===== config.mk =====
export PLATFORM = sky130hd
export DESIGN_NAME = valrdy_stream_sink
export DESIGN_NICKNAME = d
export VERILOG_FILES = /design/src/rtl/valrdy_stream_sink.sv
export SDC_FILE = /design/constraint.sdc
export NUM_CORES = 1
export LEC_CHECK = 0
export CELL_PAD_IN_SITES_DETAIL_PLACEMENT = 0
export CELL_PAD_IN_SITES_GLOBAL_PLACEMENT = 1
export CORE_UTILIZATION = 33
export DETAILED_ROUTE_END_ITERATION = 12
export GPL_TIMING_DRIVEN = 0
export HOLD_SLACK_MARGIN = 0.15
export MAX_ROUTING_LAYER = met4
export PLACE_DENSITY = 0.85
export SKIP_LAST_GASP = 1
export SYNTH_ARGS = -nofsm -noshare
export SYNTH_HDL_FRONTEND = slang
export SYNTH_SLANG_ARGS = --single-unit
export TNS_END_PERCENT = 100

===== constraint.sdc =====
create_clock -name clk -period 2.5 [get_ports clk]
set_clock_uncertainty 0.2 [all_clocks]
set_input_delay 0.75 -clock clk [delete_from_list [all_inputs] [get_ports clk]]
set_output_delay 0.75 -clock clk [all_outputs]
set_load 0.005 [all_outputs]

===== src/rtl/valrdy_stream_sink.sv =====
// valrdy_stream_sink
//    Consumer end of a val/rdy message stream. Drains messages from a queue's
//    dequeue side, checks each one against an incrementing expected pattern,
//    counts accepted messages and mismatches, and reports completion once a
//    programmed number of transfers has been accepted.
//
// Ports
//    clk            clock, all state updates on the rising edge
//    reset          synchronous active-high reset (aborts any run)
//    start          one-cycle pulse arming a new run (honoured in IDLE/DONE)
//    num_msgs       number of messages in the run, sampled with start
//    init_msg       expected value of the first message, sampled with start
//    msg_val        upstream message valid
//    msg_rdy        sink ready (registered, never depends on msg_val)
//    msg            upstream message payload
//    busy           high while a run is in progress
//    done           high once the programmed number of messages was accepted
//    recv_count     messages accepted in the current or last run
//    err_count      mismatching messages in the current or last run, saturating
//    first_err_msg  payload of the first mismatching message of the run, else 0
//
// Build option
//    VALRDY_STREAM_SINK_RAND_STALL_EN : when defined, an 8-bit Fibonacci LFSR
//    (x^8+x^6+x^5+x^4+1, seeded with p_lfsr_seed) withholds msg_rdy on the
//    RUN cycles where lfsr[1:0] == 2'b00. When undefined, msg_rdy is high
//    throughout RUN.

module valrdy_stream_sink #(
   parameter int          p_msg_nbits   = 32,
   parameter int          p_count_nbits = 16,
   parameter logic [7:0]  p_lfsr_seed   = 8'hA5
) (
   input  logic                      clk,
   input  logic                      reset,
   input  logic                      start,
   input  logic [p_count_nbits-1:0]  num_msgs,
   input  logic [p_msg_nbits-1:0]    init_msg,
   input  logic                      msg_val,
   output logic                      msg_rdy,
   input  logic [p_msg_nbits-1:0]    msg,
   output logic                      busy,
   output logic                      done,
   output logic [p_count_nbits-1:0]  recv_count,
   output logic [p_count_nbits-1:0]  err_count,
   output logic [p_msg_nbits-1:0]    first_err_msg
);

   typedef enum logic [1:0] {
      IDLE = 2'd0,
      RUN  = 2'd1,
      DONE = 2'd2
   } state_t;

   localparam logic [p_count_nbits-1:0] cnt_zero = {p_count_nbits{1'b0}};
   localparam logic [p_count_nbits-1:0] cnt_one  = p_count_nbits'(1'b1);
   localparam logic [p_count_nbits-1:0] cnt_max  = {p_count_nbits{1'b1}};
   localparam logic [p_msg_nbits-1:0]   msg_zero = {p_msg_nbits{1'b0}};
   localparam logic [p_msg_nbits-1:0]   msg_one  = p_msg_nbits'(1'b1);

   state_t                     state_r,      state_n;
   logic [p_count_nbits-1:0]   target_r,     target_n;
   logic [p_msg_nbits-1:0]     expected_r,   expected_n;
   logic [p_count_nbits-1:0]   recv_count_r, recv_count_n;
   logic [p_count_nbits-1:0]   err_count_r,  err_count_n;
   logic [p_msg_nbits-1:0]     first_err_r,  first_err_n;
   logic                       rdy_r,        rdy_n;
   logic                       busy_r;
   logic                       done_r;
   logic                       xfer_s;
   logic [p_count_nbits-1:0]   recv_inc_s;

`ifdef VALRDY_STREAM_SINK_RAND_STALL_EN
   logic [7:0]                 lfsr_r,       lfsr_n;

   // One Fibonacci step: taps at bits 8,6,5,4 of the polynomial, shift left.
   function automatic logic [7:0] lfsr_step(input logic [7:0] cur);
      lfsr_step = {cur[6:0], cur[7] ^ cur[5] ^ cur[4] ^ cur[3]};
   endfunction
`else
   // The seed only matters for the stall build; tie it off here.
   logic [7:0]                 unused_seed_s;
   assign unused_seed_s = p_lfsr_seed;
`endif

   // Outputs come straight from registers.
   assign msg_rdy       = rdy_r;
   assign busy          = busy_r;
   assign done          = done_r;
   assign recv_count    = recv_count_r;
   assign err_count     = err_count_r;
   assign first_err_msg = first_err_r;

   // rdy_r is only ever high in RUN, so this is the complete transfer condition.
   assign xfer_s     = msg_val & rdy_r;
   assign recv_inc_s = recv_count_r + cnt_one;

   // Next-state and datapath logic for the run control FSM.
   always_comb begin
      state_n      = state_r;
      target_n     = target_r;
      expected_n   = expected_r;
      recv_count_n = recv_count_r;
      err_count_n  = err_count_r;
      first_err_n  = first_err_r;
`ifdef VALRDY_STREAM_SINK_RAND_STALL_EN
      lfsr_n       = lfsr_r;
`endif

      case (state_r)
         IDLE, DONE: begin
            if (start) begin
               target_n     = num_msgs;
               expected_n   = init_msg;
               recv_count_n = cnt_zero;
               err_count_n  = cnt_zero;
               first_err_n  = msg_zero;
`ifdef VALRDY_STREAM_SINK_RAND_STALL_EN
               lfsr_n       = p_lfsr_seed;
`endif
               if (num_msgs == cnt_zero) begin
                  state_n = DONE;
               end else begin
                  state_n = RUN;
               end
            end else begin
               state_n = state_r;
            end
         end

         RUN: begin
`ifdef VALRDY_STREAM_SINK_RAND_STALL_EN
            lfsr_n = lfsr_step(lfsr_r);
`endif
            if (xfer_s) begin
               recv_count_n = recv_inc_s;
               expected_n   = expected_r + msg_one;
               if (msg != expected_r) begin
                  // err_count_r is zero exactly until the first mismatch.
                  if (err_count_r == cnt_zero) begin
                     first_err_n = msg;
                  end else begin
                     first_err_n = first_err_r;
                  end
                  if (err_count_r != cnt_max) begin
                     err_count_n = err_count_r + cnt_one;
                  end else begin
                     err_count_n = err_count_r;
                  end
               end else begin
                  err_count_n = err_count_r;
               end
               // Final transfer is taken on this edge; leave RUN together with it.
               if (recv_inc_s == target_r) begin
                  state_n = DONE;
               end else begin
                  state_n = RUN;
               end
            end else begin
               state_n = RUN;
            end
         end

         default: begin
            state_n = IDLE;
         end
      endcase

      // Ready is precomputed for the next cycle so it can be a plain register.
`ifdef VALRDY_STREAM_SINK_RAND_STALL_EN
      rdy_n = (state_n == RUN) && (lfsr_n[1:0] != 2'b00);
`else
      rdy_n = (state_n == RUN);
`endif
   end

   // State, counters and registered outputs.
   always_ff @(posedge clk) begin
      if (reset) begin
         state_r      <= IDLE;
         target_r     <= cnt_zero;
         expected_r   <= msg_zero;
         recv_count_r <= cnt_zero;
         err_count_r  <= cnt_zero;
         first_err_r  <= msg_zero;
         rdy_r        <= 1'b0;
         busy_r       <= 1'b0;
         done_r       <= 1'b0;
`ifdef VALRDY_STREAM_SINK_RAND_STALL_EN
         lfsr_r       <= p_lfsr_seed;
`endif
      end else begin
         state_r      <= state_n;
         target_r     <= target_n;
         expected_r   <= expected_n;
         recv_count_r <= recv_count_n;
         err_count_r  <= err_count_n;
         first_err_r  <= first_err_n;
         rdy_r        <= rdy_n;
         busy_r       <= (state_n == RUN);
         done_r       <= (state_n == DONE);
`ifdef VALRDY_STREAM_SINK_RAND_STALL_EN
         lfsr_r       <= lfsr_n;
`endif
      end
   end

endmodule


# After elaboration in Yosys (flattened, before gate mapping)
# Index checks and enable logic that the tools add are counted.
[totals] register_bits=116 output_inout_bits=67 word_cells=53
[op_classes] n_reduce_logical=9 add_sub_neg=3 n_bitwise=1 eq_ne=12 n_mux=20
[ops] cell="32-bit 2-to-1 mux" n=6
[ops] cell="32-bit one-hot mux with 2 select lines" n=2
[ops] cell="16-bit 2-to-1 mux" n=5
[ops] cell="16-bit one-hot mux with 2 select lines" n=2
[ops] cell="16-bit by 1-bit adder with 16-bit output (second input constant)" n=2
[ops] cell="32-bit by 1-bit adder with 32-bit output (second input constant)" n=1
[ops] cell="16-bit logical NOT" n=2
[ops] cell="32-bit inequality test" n=1
[ops] cell="16-bit == test" n=1
[ops] cell="16-bit inequality test (second input constant)" n=1
[ops] cell="2-bit inequality test (second input constant)" n=5
[ops] cell="5-bit AND reduction" n=2
[ops] cell="2-bit 2-to-1 mux" n=4
[ops] cell="2-bit by 1-bit == test with 1-bit output (second input constant)" n=2
[ops] cell="2-bit == test (second input constant)" n=2
[ops] cell="2-bit one-hot mux with 2 select lines" n=1
[ops] cell="3-bit AND reduction" n=1
[ops] cell="2-bit logical NOT" n=1
[ops] cell="2-bit AND reduction" n=1
[ops] cell="2-bit nonzero test" n=1
[ops] cell="2-bit OR reduction" n=1
[ops] cell="1-bit AND" n=1

# Longest topological paths before layout
[depth] ltp_word=6 mapped_depth=9 depth_no_buf=7

# Worst setup path before layout
# OpenSTA, ideal clock, no wires.
[synth_path] path_type="register to register" start="reg recv_count_r[0], in the netlist recv_count[0]" end="reg busy_r, in the netlist busy" arrival_ns=2.454 setup_ns=0.116 n_path_buf=1 path_stages_with_launch=9 path_slack_ns=-0.270 synth_period_minus_slack_ns=2.770 path_cell_list="dfxtp_1 -> ha_1 -> buf_2 -> nand3_1 -> nor4_1 -> xnor2_1 -> o211ai_1 -> or4_1 -> a31o_2"
[synth_between] elab_chain_len=6
[synth_lines] item="start: declaration" line_no="63" rtl="logic [p_count_nbits-1:0] recv_count_r, recv_count_n;"
[synth_lines] item="start signal: assignment" line_no="182" rtl="recv_count_r <= cnt_zero;"
[synth_lines] item="start signal: assignment" line_no="195" rtl="recv_count_r <= recv_count_n;"
[synth_lines] item="16-bit by 1-bit adder with 16-bit output" line_no="95" rtl="assign recv_inc_s = recv_count_r + cnt_one;"
[synth_lines] item="16-bit == test" line_no="153" rtl="if (recv_inc_s == target_r) begin"
[synth_lines] item="2-bit 2-to-1 mux" line_no="153"
[synth_lines] item="2-bit 2-to-1 mux" line_no="134" rtl="if (xfer_s) begin"
[synth_lines] item="2-bit one-hot mux with 2 select lines" line_no="109" rtl="case (state_r)"
[synth_lines] item="2-bit by 1-bit == test with 1-bit output" line_no="199" rtl="busy_r <= (state_n == RUN);"
[synth_lines] item="end signal: assignment" line_no="199"
[synth_lines] item="end: declaration" line_no="67" rtl="logic busy_r;"
# Every way passes these cells.
# A chain may end at the register's enable or synchronous reset.

# Worst setup path after layout
[layout_path] start="reg recv_count_r[8], in the netlist recv_count[8]" end="reg state_r[0]"
[layout_between] elab_chain_len=5
[layout_lines] item="16-bit by 1-bit adder with 16-bit output" line_no="95"
[layout_lines] item="16-bit == test" line_no="153"
[layout_lines] item="2-bit 2-to-1 mux" line_no="153"
[layout_lines] item="2-bit 2-to-1 mux" line_no="134"
[layout_lines] item="2-bit one-hot mux with 2 select lines" line_no="109"
[layout_lines] item="end signal: assignment" line_no="192" rtl="state_r <= state_n;"
[layout_lines] item="end: declaration" line_no="60" rtl="state_t state_r, state_n;"
# Every way passes these cells.

==> reports/metrics.yaml <==
global_route:
  total_global_routing_track_utilization: 0.255
  initial_antenna_violation_count: 0
  grt.overflow.total: 0
  via_count_of_the_first_global_routing_pass: 7002
  grt_first_pass_wirelength_mm: 38.3
  maximum_number_of_pins_on_one_net_before_global_route_repair: 17
cells_and_area:
  fillers: 1885
  fin_area_mm2: 0.00969
  finish.net_count: 1165
  layout-drive-gt1-share: 0.169
  area_delta_synth_final_pct: 48.1
  diodes: 0
setup_path:
  path_class: "reg -> reg"
  critical_path.reg2reg.endpoint: "state_r[0]$_SDFF_PP0_"
  crit_fanout: 8
  cp_data_arrival_time_ns: 2.64
  worst_ep_required_time_ns: 2.62
  r2r_slack_ns: -0.02
  r2r-start: "recv_count[8]$_SDFFE_PP0P_"
  cp-end-kind: "register"
  worst-r2r-cell-count: 8
  setup.worst_path.start_class: "register"
synthesis:
  netlist_top_cells_area: "sky130_fd_sc_hd__dfxtp_1 36%, sky130_fd_sc_hd__a21oi_1 8.4%, sky130_fd_sc_hd__o21ai_0 6.3%"
  postSynthNetCount: 964
  synthDistinctLibCells: 66
  seq_area_frac_synth: 0.355
  syn_avg_cell_area_um2: 7.47
  asyncSetResetFlopFracSynth: 0
  synth_edf_count: 0
  ys_warn_count: 0
  synth_area_leader_cell: "sky130_fd_sc_hd__dfxtp_1"
  netlist_instances: 876
  yosysTopAreaCellShare: 0.355
  yosys_most_used_dff: "sky130_fd_sc_hd__dfxtp_1"
  ys_ff_latch: 116
  post_synth_most_frequent_cells: "116 x sky130_fd_sc_hd__dfxtp_1, 110 x sky130_fd_sc_hd__a21oi_1, 83 x sky130_fd_sc_hd__nand2_1, 82 x sky130_fd_sc_hd__o21ai_0, 69 x sky130_fd_sc_hd__nor2_1"
  synth.most_common_cell: "sky130_fd_sc_hd__dfxtp_1"
  post_synth_instance_area_mm2: 0.00654
die:
  io_pins: 151
  floorplan.die.width_um: 143
  initial_utilization: 0.336
  die_h_um: 143
  design.die.area_mm2: 0.0204
  fp-row-count: 51
  placeableCoreArea_mm2: 0.0195
route:
  vias_cell: 5.61
  drtPass1Iterations: 10
  drt_wl_total_mm: 25.2
  drt_iter0_drc: 624
  wl_per_cell_um: 18.6
  drc: 2
  drt.antenna.violating_nets: 0
  via_count: 7591
outcome:
  status: "finished, violations left"
  failing_checks: "DRC, setup timing"
clock_network:
  cts-hold-fix-buffers: 0
  cts_tree: "yes"
  tritoncts.num_buffers: 17
  clock_tree.buffer_depth: 2
  worstSkewPairLatency_ns: 0.42
  htree_levels: 4
  clockRootBuffer: "sky130_fd_sc_hd__clkbuf_16"
  clkSinkCount: 116
  clk_pin_slew_ns: 0.06
hold_path:
  hold_end: "target_r[13]$_SDFFE_PP0P_"
  hold_class: "reg -> reg"
  hold_depth: 2
  hold_start: "target_r[13]$_SDFFE_PP0P_"
timing:
  worst-slew-pin-transition_ns: 0.736
  hold_ws_ns: 0.267
  fin_crit_ns: 2.52
  timing.final.hold_violations: 0
  worst_slack_ns: -0.0218
  final_setup_violating_endpoints: 2
  unrepaired_setup_endpoints_after_global_routing: "true"
  totalNegativeSetupSlack_ns: -0.0345
  timing.final.crit_share: 1.01
  fmaxAchievable_ghz: 0.397
  slew_violations: 0
  worst_slew_margin_rel: 0.509
placed_design:
  hpwlAfterDp_mm: 17.9
  dpl-instance-area_mm2: 0.00844
  io_buffers: 150
  dpl_worst_slack_ns: -1.10
  gpl_wtd_cong: 0.916
power_and_ir_drop:
  total_power_w: 0.00559
  power.ir.vdd_worst_v: 0.000433
  power_per_cell_area_mw_per_mm2: 577
  power_leakage_nw: 3.61
job:
  cap_viol_max_count: 0
## state kept, by name, indices dropped and copies added (netlist names)
register and cells:
recv_count 16, err_count 16, first_err_msg 32, done 1
busy 1, state_r 2, expected_r 32, target_r 16
## where the power goes
part | total (W) | internal [W] | switching (W)
Clock | 0.00259 | 0.00171 | 0.000882
Sequential | 0.00207 | 0.00194 | 0.000124
Combinational | 0.000930 | 0.000388 | 0.000542
Total | 0.00559 | 0.00404 | 0.00155
## worst max path at each step
stage	startpoint	to	slack [ns]	cells past startpoint
floorplan	recv_count[5]$_SDFFE_PP0P_	busy$_SDFF_PP0_	0.005	8
global placement	msg_val	recv_count[8]$_SDFFE_PP0P_	-1.11	8
detailed placement	msg_val	expected_r[16]$_SDFFE_PP0P_	-1.10	7
CTS	state_r[1]$_SDFF_PP0_	expected_r[16]$_SDFFE_PP0P_	-0.02	6
global route	state_r[1]$_SDFF_PP0_	recv_count[2]$_SDFFE_PP0P_	-0.15	6
finish	recv_count[8]$_SDFFE_PP0P_	state_r[0]$_SDFF_PP0_	-0.02	8
## logic make-up (layout without fill, tap and decap cells)
logic type | Yosys count | after routing | share of synthesized area
flops | 116 | 116 | 0.355
buf+inv | 88 | 301 | 0.0530
simple gates | 354 | 354 | 0.280
mux | 3 | 3 | 0.00459
compound gates | 261 | 261 | 0.233
fa+ha+maj | 4 | 4 | 0.00765
xor+xnor | 50 | 50 | 0.0669
## critical path: stages, from the launching register on
cell                      delay [ns]
sky130_fd_sc_hd__dfxtp_1        0.38
sky130_fd_sc_hd__buf_6          0.16
sky130_fd_sc_hd__nand4_1        0.12
sky130_fd_sc_hd__buf_4          0.18
sky130_fd_sc_hd__nor4_4         0.30
sky130_fd_sc_hd__xnor2_1        0.17
sky130_fd_sc_hd__nand4_1        0.15
sky130_fd_sc_hd__or4_4          0.50
sky130_fd_sc_hd__a31o_4         0.26
## cell type report
| cell class | instances | area, µm² | area share |
|---|---|---|---|
| Clock buffer | 21 | 460 | 0.0475 |
| Sequential cell | 116 | 2360 | 0.243 |
| Multi-Input combinational cell | 672 | 4190 | 0.433 |
| Inverter | 12 | 45.0 | 0.00465 |
| Tap cell | 265 | 332 | 0.0342 |
| Timing Repair Buffer | 191 | 1780 | 0.184 |
| Clock inverter | 10 | 155 | 0.0160 |
| Buffer | 67 | 367 | 0.0379 |
## cells in the final DEF, fill, tap and decap left out, types with 5 or more instances in the layout
| master | n |
|---|---|
| sky130_fd_sc_hd__dfxtp_4 | 6 |
| sky130_fd_sc_hd__and3_1 | 5 |
| sky130_fd_sc_hd__dfxtp_1 | 101 |
| sky130_fd_sc_hd__a311oi_1 | 7 |
| sky130_fd_sc_hd__and2_1 | 7 |
| sky130_fd_sc_hd__a211oi_1 | 6 |
| sky130_fd_sc_hd__xor2_1 | 37 |
| sky130_fd_sc_hd__dlymetal6s2s_1 | 6 |
| sky130_fd_sc_hd__o211ai_1 | 5 |
| sky130_fd_sc_hd__xnor2_1 | 10 |
| sky130_fd_sc_hd__a21oi_1 | 108 |
| sky130_fd_sc_hd__clkbuf_1 | 32 |
| sky130_fd_sc_hd__or3_1 | 16 |
| sky130_fd_sc_hd__nor4_1 | 14 |
| sky130_fd_sc_hd__nand4_1 | 49 |
| sky130_fd_sc_hd__nor2_1 | 66 |
| sky130_fd_sc_hd__buf_6 | 5 |
| sky130_fd_sc_hd__clkbuf_2 | 32 |
| sky130_fd_sc_hd__dfxtp_2 | 9 |
| sky130_fd_sc_hd__inv_1 | 12 |
| sky130_fd_sc_hd__nand3_1 | 32 |
| sky130_fd_sc_hd__o21ai_0 | 82 |
| sky130_fd_sc_hd__a22oi_1 | 6 |
| sky130_fd_sc_hd__nor4_4 | 6 |
| sky130_fd_sc_hd__clkdlybuf4s50_1 | 115 |
| sky130_fd_sc_hd__clkbuf_16 | 19 |
| sky130_fd_sc_hd__nand2_1 | 82 |
| sky130_fd_sc_hd__nand2b_1 | 9 |
| sky130_fd_sc_hd__nor3_1 | 20 |
| sky130_fd_sc_hd__buf_4 | 40 |
| sky130_fd_sc_hd__and4_1 | 6 |
| sky130_fd_sc_hd__dlygate4sd2_1 | 11 |
## layer usage
layer,up-vias,share of wire,global-route usage
met1,3589,0.43,0.330
met3,42,0.077,0.0480
li1,3627,-,-
met5,-,0,-
met4,0,0.020,0.0781
met2,333,0.47,0.400
## metrics by stage
stage | util | cells
after global routing | 0.498 | 1354
final | 0.498 | 1354
after global placement | 0.434 | 1291
after CTS | 0.486 | 1346
after detailed placement | 0.434 | 1291
after floorplan | - | 876
## what timing repair did
item                       in CTS  in global routing
setup endpoints to repair     106                 85
gates cloned                    0                  2
setup buffers                  26                 13
resized for setup              99                 92
pin swaps                      23                 26
No activity file was read; power rests on OpenSTA's default activity.
